===== config.mk =====
export PLATFORM = sky130hd
export DESIGN_NAME = riscv_scoreboard
export DESIGN_NICKNAME = d
export VERILOG_FILES = /design/src/rtl/riscv_scoreboard_pkg.sv /design/src/rtl/riscv_scoreboard_counter.sv /design/src/rtl/riscv_scoreboard.sv
export SDC_FILE = /design/constraint.sdc
export NUM_CORES = 1
export LEC_CHECK = 0
export BUFFER_PORTS_ARGS = -buffer_cell sky130_fd_sc_hd__clkbuf_2
export CAP_MARGIN = 40
export CORE_MARGIN = 2
export CORE_UTILIZATION = 54
export CTS_CLUSTER_SIZE = 24
export DETAILED_ROUTE_END_ITERATION = 8
export PLACE_DENSITY = 0.92
export SYNTH_ARGS = -nofsm -noshare
export SYNTH_HDL_FRONTEND = slang
export SYNTH_HIERARCHICAL = 1
export SYNTH_SLANG_ARGS = --single-unit

===== constraint.sdc =====
create_clock -name i_clk -period 3 [get_ports i_clk]
set_input_delay 0.6 -clock i_clk [delete_from_list [all_inputs] [get_ports i_clk]]
set_output_delay 0.6 -clock i_clk [all_outputs]
set_load 0.005 [all_outputs]

===== src/rtl/riscv_scoreboard_pkg.sv =====
// Shared configuration for the register scoreboard: data width,
// register count and per-register pending-counter geometry.
package riscv_scoreboard_pkg;

    localparam int XLEN  = 32;
    localparam int NREGS = 32;
    localparam int CNT_W = 2;

    typedef logic [CNT_W-1:0]         cnt_t;
    typedef logic [$clog2(NREGS)-1:0] reg_idx_t;

    localparam cnt_t CNT_SAT = cnt_t'(3);

endpackage


===== src/rtl/riscv_scoreboard_counter.sv =====
// Saturating pending-write counter for one architectural register.
// Clear wins over inc/dec; a simultaneous inc and dec cancel out.
module riscv_scoreboard_counter
    import riscv_scoreboard_pkg::*;
(
    input  logic i_clk,
    input  logic i_rstn,
    input  logic i_inc,
    input  logic i_dec,
    input  logic i_clr,
    output cnt_t o_count,
    output logic o_busy
);

    cnt_t count_q;
    cnt_t count_d;
    logic dec_eff;

    // A writeback against an idle register is dropped, never wraps.
    assign dec_eff = i_dec && (count_q != '0);

    // Next-state: clear, else net increment or net decrement.
    always_comb begin
        count_d = count_q;
        if (i_clr) begin
            count_d = '0;
        end else if (i_inc && !dec_eff && (count_q != CNT_SAT)) begin
            count_d = count_q + cnt_t'(1);
        end else if (dec_eff && !i_inc) begin
            count_d = count_q - cnt_t'(1);
        end
    end

    // Counter state register.
    always_ff @(posedge i_clk or negedge i_rstn) begin
        if (!i_rstn) begin
            count_q <= '0;
        end else begin
            count_q <= count_d;
        end
    end

    assign o_count = count_q;
    assign o_busy  = (count_q != '0);

endmodule


===== src/rtl/riscv_scoreboard.sv =====
// In-order issue scoreboard: per-register pending-write counters,
// RAW/saturation stall and optional writeback bypass (RISCV_SCOREBOARD_BYPASS_EN).
module riscv_scoreboard
    import riscv_scoreboard_pkg::*;
(
    input  logic            i_clk,
    input  logic            i_rstn,
    input  logic            i_issue_valid,
    input  logic            i_issue_rs1_used,
    input  logic            i_issue_rs2_used,
    input  reg_idx_t        i_issue_rs1_addr,
    input  reg_idx_t        i_issue_rs2_addr,
    input  logic            i_issue_rd_wen,
    input  reg_idx_t        i_issue_rd_addr,
    output logic            o_issue_stall,
    input  logic            i_wb_valid,
    input  reg_idx_t        i_wb_rd_addr,
    input  logic [XLEN-1:0] i_wb_rd_data,
    input  logic            i_flush,
    output logic [NREGS-1:0] o_busy_vec,
    output logic            o_fwd_rs1_hit,
    output logic            o_fwd_rs2_hit,
    output logic [XLEN-1:0] o_fwd_rs1_data,
    output logic [XLEN-1:0] o_fwd_rs2_data
);

    cnt_t [NREGS-1:0] cnt_w;
    logic             rs1_byp_w;
    logic             rs2_byp_w;
    logic             rs1_haz_w;
    logic             rs2_haz_w;
    logic             rd_sat_w;
    logic             issue_acc_w;

    // x0 is hardwired, so it is never tracked.
    assign cnt_w[0]      = '0;
    assign o_busy_vec[0] = 1'b0;

    for (genvar g = 1; g < NREGS; g++) begin : g_cnt
        logic inc_w;
        logic dec_w;

        assign inc_w = issue_acc_w && i_issue_rd_wen
                    && (i_issue_rd_addr == reg_idx_t'(g));
        assign dec_w = i_wb_valid
                    && (i_wb_rd_addr == reg_idx_t'(g));

        riscv_scoreboard_counter u_cnt (
            .i_clk   (i_clk),
            .i_rstn  (i_rstn),
            .i_inc   (inc_w),
            .i_dec   (dec_w),
            .i_clr   (i_flush),
            .o_count (cnt_w[g]),
            .o_busy  (o_busy_vec[g])
        );
    end

`ifdef RISCV_SCOREBOARD_BYPASS_EN
    // The last outstanding writer retiring now can feed the source directly.
    assign rs1_byp_w = i_wb_valid
                    && (i_issue_rs1_addr != '0)
                    && (i_wb_rd_addr == i_issue_rs1_addr)
                    && (cnt_w[i_issue_rs1_addr] == cnt_t'(1));
    assign rs2_byp_w = i_wb_valid
                    && (i_issue_rs2_addr != '0)
                    && (i_wb_rd_addr == i_issue_rs2_addr)
                    && (cnt_w[i_issue_rs2_addr] == cnt_t'(1));

    assign o_fwd_rs1_hit  = rs1_byp_w;
    assign o_fwd_rs2_hit  = rs2_byp_w;
    assign o_fwd_rs1_data = rs1_byp_w ? i_wb_rd_data : '0;
    assign o_fwd_rs2_data = rs2_byp_w ? i_wb_rd_data : '0;
`else
    logic unused_wb_data;

    assign unused_wb_data = ^i_wb_rd_data;

    assign rs1_byp_w      = 1'b0;
    assign rs2_byp_w      = 1'b0;
    assign o_fwd_rs1_hit  = 1'b0;
    assign o_fwd_rs2_hit  = 1'b0;
    assign o_fwd_rs1_data = '0;
    assign o_fwd_rs2_data = '0;
`endif

    assign rs1_haz_w = i_issue_rs1_used
                    && (i_issue_rs1_addr != '0)
                    && (cnt_w[i_issue_rs1_addr] != '0)
                    && !rs1_byp_w;
    assign rs2_haz_w = i_issue_rs2_used
                    && (i_issue_rs2_addr != '0)
                    && (cnt_w[i_issue_rs2_addr] != '0)
                    && !rs2_byp_w;

    // A saturated destination has no room for another writer.
    assign rd_sat_w = i_issue_rd_wen
                   && (i_issue_rd_addr != '0)
                   && (cnt_w[i_issue_rd_addr] == CNT_SAT);

    assign o_issue_stall = i_issue_valid
                        && (rs1_haz_w || rs2_haz_w || rd_sat_w);
    assign issue_acc_w   = i_issue_valid && !o_issue_stall;

endmodule


==> results.toml <==
[status]
result_of_the_run = "completed"

[placement]
dp_hpwl_um = 11840
place.detailed.instances = 965
buffer_ports.inserted = 59
place_congestion = 0.9664
detailedPlace.worstSlack_ps = -195.5

[global_route]
met1_layer_usage_reported_by_global_route_pct = 37.50
grt_start_max_net_pins = 38
number_of_antenna_violations_at_the_first_check_in_global_routing = 0
gr-usage-met2_pct = 43.08
first_global_vias = 5274
grt_remaining_overflow = 0
groute.layer.met3.usage_pct = 5.666
first_pass_grt_wire_length_um = 25600
grt.busiest_layer = "met2"
globalRouteTotalUtil_pct = 27.59

[worst_setup_path]
cp_data_required_time_ps = 2400
ff_to_ff_end = "g_cnt[27].u_cnt/o_count[0]$_DFFE_PN0P_"
timing.critical_path.to_type = "primary output"
worst-endpoint-arrival_ps = 2400
worst-r2r-setup-slack_ps = 130
worstRegToRegCells = 10
critical_path_peak_fanout = 9
crit_type = "input port to primary output"
rr_startpoint = "g_cnt[6].u_cnt/o_count[0]$_DFFE_PN0P_"
setup.worst_path.start_class = "input port"

[sta]
setup_viol = 0
timing.fmax_mhz = 333.4
worst_pin_slew_ps = 691.5
relSlewSlack_pct = 53.90
drv_slew = 0
unrepaired_setup_endpoints_after_global_routing = "yes"
min_period_ps = 2999
finalCritPeriodShare_pct = 99.97
layout_setup_ws_ps = 0.7818
finalClockSkew_ps = 11.51
final_hold_viol_count = 0

[clocking]
cts_made_buffers = 9
htree_levels = 3
cts.clk_slew.worst_paths_ps = 80
clk-insertion-delay-late_ps = 350
cts_setup_buffers = 0
count_of_clock_tree_sinks = 62
cts_max_path_buffers = 2
cts_tree = "done"
clock-root-buffer = "sky130_fd_sc_hd__clkbuf_8"

[pwr]
power_frac_seq_pct = 43.9
comb_power_share_pct = 15.2
cellInternalPower_mw = 1.363
netSwitchingPower_mw = 0.5554
switching_share_pct = 28.95
vdd_ir_drop_max_v = 0.0001588
power_per_cell_area_mw_per_mm2 = 292.5
leakagePower_nw = 3.067
power_frac_clock_pct = 40.9
post-layout-total-power_mw = 1.919

[synth]
yosysTopAreaCell = "sky130_fd_sc_hd__dfrtp_1"
synth.top_cells.by_area = "sky130_fd_sc_hd__dfrtp_1, sky130_fd_sc_hd__buf_4, sky130_fd_sc_hd__nor3_1, sky130_fd_sc_hd__mux4_2, sky130_fd_sc_hd__nor2_1"
post_synth.cell_area_avg_um2 = 7.815
ys_ff_latch = 62
synthMostInstantiatedCell = "sky130_fd_sc_hd__nor2_1"
post_synth_num_cell_types = 59
synth_top_area_share_pct = 26.43
yosysWarningCount = 6
async_flop_share_pct = 100.0
synth_sequential_area_ratio_pct = 26.43
post_synth_inst_count = 751
ys.flop_type = "sky130_fd_sc_hd__dfrtp_1"
ys_top_cells_by_count = "sky130_fd_sc_hd__nor2_1, sky130_fd_sc_hd__nor3_1, sky130_fd_sc_hd__buf_4"
synth_edf_count = 0
synth.cell_area_mm2 = 0.005869

[floorplanning]
num_rows = 38
die_outline_width_um = 108.3
die_area_mm2 = 0.01172
fp.dieH_um = 108.3
initial_core_util_pct = 54.87
placeableCoreArea_mm2 = 0.01070
ios = 159

[cells_and_area]
num_antenna_cells = 0
design.final.nets = 896
drive_above_1_share_pct = 18.19
ff_latch_area_mm2 = 0.001562
largest_reg_flops = 62
multiInputGateArea_mm2 = 0.003865
stdcell_count = 981
num-fill-cells = 923
area_growth_syn_to_layout_pct = 11.79

[drt]
wl_per_cell_um = 16.23
iteration_0_drc_markers = 694
vias = 6000
drt-total-wl_um = 15920
ant_nets = 0
first_pass_iters = 6
viasPerCell = 6.116
drc_errors = 0

[flow_run]
maxCapViolations = 0

[worst_hold_path]
hold_path_class = "input port to async pin"
repair_timing:
action                                  CTS  global route
hold buffers                              0             0
endpoints found under the setup margin    1             3
resized for setup                         5            15
pin swaps                                 0             1
area by class of cell:
cell class	instances	share of cell area, %
clock buffers	11	2.307
inverters	39	2.231
repair buffers	96	9.211
clock inverters	5	0.8772
flip-flops and latches	62	23.80
multi-input cells	628	58.91
well taps	140	2.670
logic make-up after synthesis:
group           share of synthesized area [%]
compound gates                          19.76
flops                                   26.43
other cells                           0.06389
mux                                     7.653
simple gates                            33.21
buf+inv                                 12.88
cell usage in the layout (no fill, tap or decap), types with 4 or more instances in the layout:
master | Yosys | routed
sky130_fd_sc_hd__nor2_1 | 86 | 85
sky130_fd_sc_hd__nor3_1 | 73 | 73
sky130_fd_sc_hd__and4b_1 | 4 | 4
sky130_fd_sc_hd__nand4_1 | 5 | 5
sky130_fd_sc_hd__dfrtp_1 | 62 | 54
sky130_fd_sc_hd__and3b_1 | 32 | 32
sky130_fd_sc_hd__clkbuf_2 | 0 | 58
sky130_fd_sc_hd__nor2b_1 | 36 | 35
sky130_fd_sc_hd__dfrtp_2 | 0 | 8
sky130_fd_sc_hd__mux4_2 | 16 | 16
sky130_fd_sc_hd__a21o_1 | 31 | 31
sky130_fd_sc_hd__nand2b_1 | 9 | 9
sky130_fd_sc_hd__clkbuf_8 | 0 | 11
sky130_fd_sc_hd__mux2i_1 | 4 | 4
sky130_fd_sc_hd__o21ai_0 | 32 | 32
sky130_fd_sc_hd__nand3_1 | 9 | 9
sky130_fd_sc_hd__a21oi_1 | 33 | 33
sky130_fd_sc_hd__nand2_1 | 38 | 38
sky130_fd_sc_hd__a211oi_1 | 32 | 32
sky130_fd_sc_hd__or2_1 | 31 | 31
sky130_fd_sc_hd__o21ai_1 | 31 | 31
sky130_fd_sc_hd__conb_1 | 1 | 67
sky130_fd_sc_hd__inv_1 | 36 | 36
sky130_fd_sc_hd__nor4_1 | 15 | 13
sky130_fd_sc_hd__buf_4 | 67 | 34
worst max path at each step:
stage	startpoint	endpoint	slack, ps	cells after the start
after floorplan	i_issue_rs1_addr[2]	o_issue_stall	220	7
after global placement	i_issue_rd_addr[0]	g_cnt[19].u_cnt/o_count[0]$_DFFE_PN0P_	-70	12
after detailed placement	i_issue_rd_addr[0]	g_cnt[25].u_cnt/o_count[0]$_DFFE_PN0P_	-200	11
after CTS	g_cnt[6].u_cnt/o_count[0]$_DFFE_PN0P_	o_issue_stall	10	8
after global routing	i_issue_rd_addr[0]	o_issue_stall	-70	10
final	i_issue_rd_addr[0]	o_issue_stall	0.8	10
through the flow:
step	setup TNS, ps	area (um^2)	hold slack [ps]	utilization (%)
after floorplan	0	6117	304.4	-
after global placement	-338.1	6290	607.3	58.80
after detailed placement	-1997	6290	618.2	58.80
after CTS	0	6518	283.3	60.92
after global routing	-68.81	6561	310.9	61.33
final	0	6561	276.6	61.33
worst max-delay path: stages:
cell and delay, ps:
sky130_fd_sc_hd__clkbuf_4 160, sky130_fd_sc_hd__buf_6 160, sky130_fd_sc_hd__and4b_1 190, sky130_fd_sc_hd__nor4_2 320
sky130_fd_sc_hd__o22ai_1 160, sky130_fd_sc_hd__a32oi_1 190, sky130_fd_sc_hd__nand4_2 110, sky130_fd_sc_hd__buf_4 180
sky130_fd_sc_hd__o21a_1 200, sky130_fd_sc_hd__clkbuf_2 120
power by group through the flow:
stage	Sequential, mW	Clock (mW)	Combinational (mW)
after detailed placement	0.858	0	0.277
after floorplan	0.857	0	0.215
after CTS	0.842	0.797	0.280
final	0.842	0.785	0.292
after global placement	0.858	0	0.273
after global routing	0.842	0.845	0.320
per-layer routing:
metal | part of all wire [%] | vias up
met2 | 45 | 394
met1 | 40 | 2774
met3 | 10 | 69
met5 | 0 | -
li1 | - | 2763
met4 | 3.9 | 0
No activity file was read; power rests on OpenSTA's default activity.
